## src/rtl/keccak_squeeze_serializer.sv

```systemverilog
// rtl/keccak_squeeze_serializer.sv - streams the Keccak rate lanes as an MSB-first byte stream
// Tracks the requested output length across blocks, requesting permutations and masking the tail.
module keccak_squeeze_serializer #(
   parameter int LANE_W     = 64,
   parameter int RATE_LANES = 17,
   parameter int OUT_W      = 64,
   parameter int LEN_W      = 16
) (
   input  logic                              clk,
   input  logic                              rst_n,
   input  logic                              start,
   input  logic [LEN_W-1:0]                  len_bytes,
   input  logic [0:4][0:4][LANE_W-1:0]       state_in,
   input  logic                              state_valid,
   output logic                              state_ready,
   output logic                              perm_req,
   output logic [OUT_W-1:0]                  out_data,
   output logic [OUT_W/8-1:0]                out_keep,
   output logic                              out_valid,
   input  logic                              out_ready,
   output logic                              out_last,
   output logic                              busy,
   output logic                              done
);

   localparam int LB    = LANE_W / 8;
   localparam int NB    = OUT_W / 8;
   localparam int TOT_W = RATE_LANES * LANE_W;
   localparam int BPB   = TOT_W / OUT_W;
   localparam int BI_W  = (BPB > 1) ? $clog2(BPB) : 1;

   typedef enum logic [1:0] {S_IDLE, S_WAIT, S_STREAM, S_REQ} state_t;

   state_t            st;
   logic [LEN_W-1:0]  remaining;
   logic [BI_W-1:0]   beat_idx;
   logic [TOT_W-1:0]  stream;
   logic [TOT_W-1:0]  cap_stream;
   logic              unused_capacity;

   // Capacity lanes are never streamed; fold them away so they are visibly ignored.
   assign unused_capacity = ^state_in;

   // Lane i = x + 5y, little-endian within the lane, byte 0 of the block at the MSB end.
   always_comb begin
      cap_stream = '0;
      for (int i = 0; i < RATE_LANES; i++) begin
         for (int b = 0; b < LB; b++) begin
            cap_stream[TOT_W-1-8*(i*LB+b) -: 8] = state_in[i%5][i/5][8*b +: 8];
         end
      end
   end

   // The head of the shift register is always the current beat; bytes past the length read as 0.
   always_comb begin
      out_data = '0;
      out_keep = '0;
      for (int j = 0; j < NB; j++) begin
         if (out_valid && (LEN_W'(j) < remaining)) begin
            out_keep[NB-1-j]        = 1'b1;
            out_data[8*(NB-1-j) +: 8] = stream[TOT_W-1-8*j -: 8];
         end
      end
   end

   assign out_last = out_valid && (remaining <= LEN_W'(NB));

   always_ff @(posedge clk) begin
      if (!rst_n) begin
         st          <= S_IDLE;
         remaining   <= '0;
         beat_idx    <= '0;
         stream      <= '0;
         state_ready <= 1'b0;
         perm_req    <= 1'b0;
         out_valid   <= 1'b0;
         busy        <= 1'b0;
         done        <= 1'b0;
      end else begin
         done     <= 1'b0;
         perm_req <= 1'b0;
         case (st)
            S_IDLE: begin
               if (start) begin
                  if (len_bytes == '0) begin
                     done <= 1'b1;
                  end else begin
                     remaining   <= len_bytes;
                     st          <= S_WAIT;
                     state_ready <= 1'b1;
                     busy        <= 1'b1;
                  end
               end
            end
            S_WAIT: begin
               if (state_valid) begin
                  stream      <= cap_stream;
                  beat_idx    <= '0;
                  st          <= S_STREAM;
                  state_ready <= 1'b0;
                  out_valid   <= 1'b1;
               end
            end
            S_STREAM: begin
               if (out_ready) begin
                  // Length exhaustion wins over the block boundary so no spare permutation is asked for.
                  if (remaining <= LEN_W'(NB)) begin
                     remaining <= '0;
                     out_valid <= 1'b0;
                     busy      <= 1'b0;
                     done      <= 1'b1;
                     st        <= S_IDLE;
                  end else begin
                     remaining <= remaining - LEN_W'(NB);
                     stream    <= stream << OUT_W;
                     if (beat_idx == BI_W'(BPB-1)) begin
                        out_valid <= 1'b0;
                        perm_req  <= 1'b1;
                        st        <= S_REQ;
                     end else begin
                        beat_idx <= beat_idx + 1'b1;
                     end
                  end
               end
            end
            S_REQ: begin
               st          <= S_WAIT;
               state_ready <= 1'b1;
            end
            default: st <= S_IDLE;
         endcase
      end
   end

endmodule
```

## config.mk

```make
export PLATFORM = sky130hd
export DESIGN_NAME = keccak_squeeze_serializer
export DESIGN_NICKNAME = d
export VERILOG_FILES = /design/src/rtl/keccak_squeeze_serializer.sv
export SDC_FILE = /design/constraint.sdc
export NUM_CORES = 2
export LEC_CHECK = 0
export CAP_MARGIN = 20
export CORE_AREA = 2 2 667 669
export CTS_CLUSTER_SIZE = 20
export DETAILED_ROUTE_END_ITERATION = 10
export DIE_AREA = 0 0 669 671
export GPL_TIMING_DRIVEN = 0
export HOLD_SLACK_MARGIN = 0.08
export PLACE_DENSITY = 0.36
export SYNTH_ARGS = -nofsm -noshare
export SYNTH_HDL_FRONTEND = slang
export SYNTH_SLANG_ARGS = --single-unit
```

## constraint.sdc

```tcl
create_clock -name clk -period 6.7 [get_ports clk]
set_input_delay 2.01 -clock clk [delete_from_list [all_inputs] [get_ports clk]]
set_output_delay 2.01 -clock clk [all_outputs]
set_load 0.02 [all_outputs]
```

==> metrics.txt <==
top cells by area, synth dfxtp_1, a211oi_2, mux2i_1; Final Max Tran Viols 0; yosys warns 0; CP max FO 10; Final WS setup 0.4760 ns; initial antenna violation count roughly 280; Post-synth EDFFs 0; global route overflow 0; chip width roughly 670 um; Mean Syn Cell Area between 10 and 15 um2; first-pass GRT wire length 452100 um; Clk Latency, worst-skew pair approximately 0.86 ns; library cells used by synthesis 59; fin crit share between 90% and 100%; Max-slew headroom approximately 20%; Cells after DPL around 12000; CTS tree built; Initial Util roughly an eighth; Max Fclk around 160 MHz; outcome completed; Final Power 36950 uW; Fin. Hold Viols 0; Hold Path Class register to register; Sink Count between 1000 and 1500; skew final 0.04725 ns; Ports ~1700; CP endpoint kind output port; CTS H-tree lvls 4; kind of critical path register to output port; post-synth net total between 6000 and 7000; layout cell share with drive strength beyond 1 approximately a quarter; leakage power between 0.02 and 0.025 uW; arrival time at the worst endpoint 4.21 ns; Placement Rows 244; Setup-failing EPs final 0; pwr/cell area between 400 and 500 mW/mm2; WP data required between 4 and 5 ns; vias in the first global route roughly 48000; number of buffers added on ports approximately 1200; post-synth top area cell dfxtp_1; Synth top area share around two fifths; Pre-Repair DR Iteration Count 7; Num CTS Buffers approximately 160; core area approximately 0.44 mm2; Worst-path clk slew roughly 0.060 ns; Max-Cap Viols 0; post-CTS setup buffer count 0; Mapped Area about 0.054 mm2; area grow syn2layout 47.02%; FILL cells slightly below 50000; Critical Path Max Stage Delay approximately 0.81 ns; Mapped Cells between 5000 and 6000; Post-DRT Antenna Nets 0; setup TNS 0 ns; Place WS 1.035 ns; DR vias/cell approximately 3.7; pin count of the biggest net entering global routing 13; gr usage total 14.97%; GPL Wtd Cong 0.8338; type of origin of the critical path register; Seq cells post-synth 1116; DP HPWL around 300000 um; DRT iter0 DRCs 2733; cts hold-fix bufs 0; CP max-delay cell nor3_1; crit path cell chain nor3_1, nand3_1, o31a_1, clkbuf_1, a31o_2, and2_1, clkdlybuf4s50_1; post-layout min period 6.224 ns; Final Non-Filler Cells roughly 13000; CTS max path bufs 4; ys async rst share 0%; Resize count post-CTS 0; per-cell routed wire length 27.80 um; die footprint between 0.4 and 0.5 mm2; worst vdd ir roughly 0.00017 V; Root Driver clkbuf_16; sequential-to-total area share from yosys stat between 40 and 50%; RSZ-0062 raised after global routing no; Die Y around 670 um; fin nets slightly above 8000; main flop type after synthesis dfxtp_1; drt total wl 349200 um; drt drc 0; DR vias ~46000; worst slew pin tran 1.171 ns
cells in the final DEF (no fill, tap or decap), types with 5 or more instances in the layout:
cell             count
buf_8               24
bufinv_16            9
ha_1                 7
or4_1                5
o22ai_1              9
inv_6                6
clkbuf_8            34
clkbuf_16          160
and2_1              59
inv_1               14
nor2_1            1104
buf_4                7
mux2i_1           1018
clkinvlp_4           7
buf_6              125
nand3_1              8
a211oi_2          1020
a21oi_1             21
nand2_1             30
clkbuf_2             9
dfxtp_1           1116
a211oi_1             7
buf_12               5
and3_1               5
mux2i_2              8
nor2b_1              8
clkbuf_1           309
a22oi_1             64
clkinv_2            23
buf_16               7
diode_2             71
clkdlybuf4s50_1   1185
buf_2               88
cells by family (layout without fill, tap and decap cells):
kind of cell	Yosys count	in the layout	share of synthesized area, %
simple gates	1246	1246	9.133
compound gates	1166	1166	25.46
flops	1116	1116	41.10
mux	1027	1027	18.91
buf+inv	504	2026	5.236
fa+ha+maj	7	7	0.1611
other cells	0	71	0
state kept, by name, summed over array words and instances, names as in the netlist:
register	flops
busy	1
remaining	16
done	1
perm_req	1
st	2
state_ready	1
out_valid	1
stream	1088
beat_idx	5
per-layer routing:
layer / GRT usage (%) / routed length (um)
met5: 0 / 695
met1: 18.66 / 149400
met3: 3.817 / 22590
met2: 25.57 / 168600
met4: 3.619 / 7905
where the power goes:
group | switching [uW] | total, uW | internal, uW
Sequential | 2550 | 12300 | 9780
Clock | 3580 | 8720 | 5140
Combinational | 9620 | 15900 | 6270
critical path, delay by kind of cell, from the launching register on:
kind / cells / cell delay (ns)
AO/OA/AOI/OAI: 2 / 0.78
buffers and inverters: 2 / 0.83
flip-flops: 1 / 0.35
AND/OR/NAND/NOR: 3 / 1.39
synthesized netlist by cell type, types with 2 or more instances:
cell / instances
dfxtp_1: 1116
nor2_1: 1105
mux2i_1: 1026
a211oi_2: 1020
clkbuf_1: 285
buf_6: 112
buf_2: 88
a22oi_1: 64
and2_1: 59
nand2_1: 30
a21oi_1: 23
inv_1: 14
o22ai_1: 9
nand3_1: 8
nor2b_1: 8
a211oi_1: 7
ha_1: 7
and3_1: 5
or4_1: 5
nand2b_1: 4
nand4_1: 4
nor3_1: 4
nor4_1: 4
o21ai_0: 4
o32ai_1: 4
a211o_1: 3
a31o_2: 3
a32oi_1: 3
buf_1: 3
o311ai_0: 3
o31ai_1: 3
a221oi_1: 2
o211ai_1: 2
o41ai_1: 2
or2_2: 2
or3_1: 2
path summary, 6_finish.rpt:
check,depth (start not counted),from,slack [ns],endpoint
worst max-delay path,7,remaining[5],0.48,out_data[42]
worst min-delay path,2,remaining[14],0.48,remaining[14]
worst max register to register,9,st[0],2.39,stream[624]
worst min register to register,2,remaining[14],0.48,remaining[14]
metrics by stage:
step,hold WS (ns),instance area [um2],utilization (%)
floorplan,0.4365,54360,-
global placement,0.4712,73610,16.69
detailed placement,0.4735,74510,16.89
CTS,0.4876,79750,18.08
global route,0.5085,79830,18.10
finish,0.4786,79920,18.12
final cells by class:
class / count / area (um2) / area share, %
multi-input combinational: 3446 / 29210 / 36.55
sequential: 1116 / 22340 / 27.95
timing repair buffer: 1240 / 12710 / 15.90
tap: 5904 / 7387 / 9.243
buffer: 489 / 2801 / 3.505
clock buffer: 227 / 4596 / 5.750
clock inverter: 55 / 644.4 / 0.8062
inverter: 15 / 56.30 / 0.07045
antenna: 71 / 177.7 / 0.2223
Power figures use the tool's default switching activity.
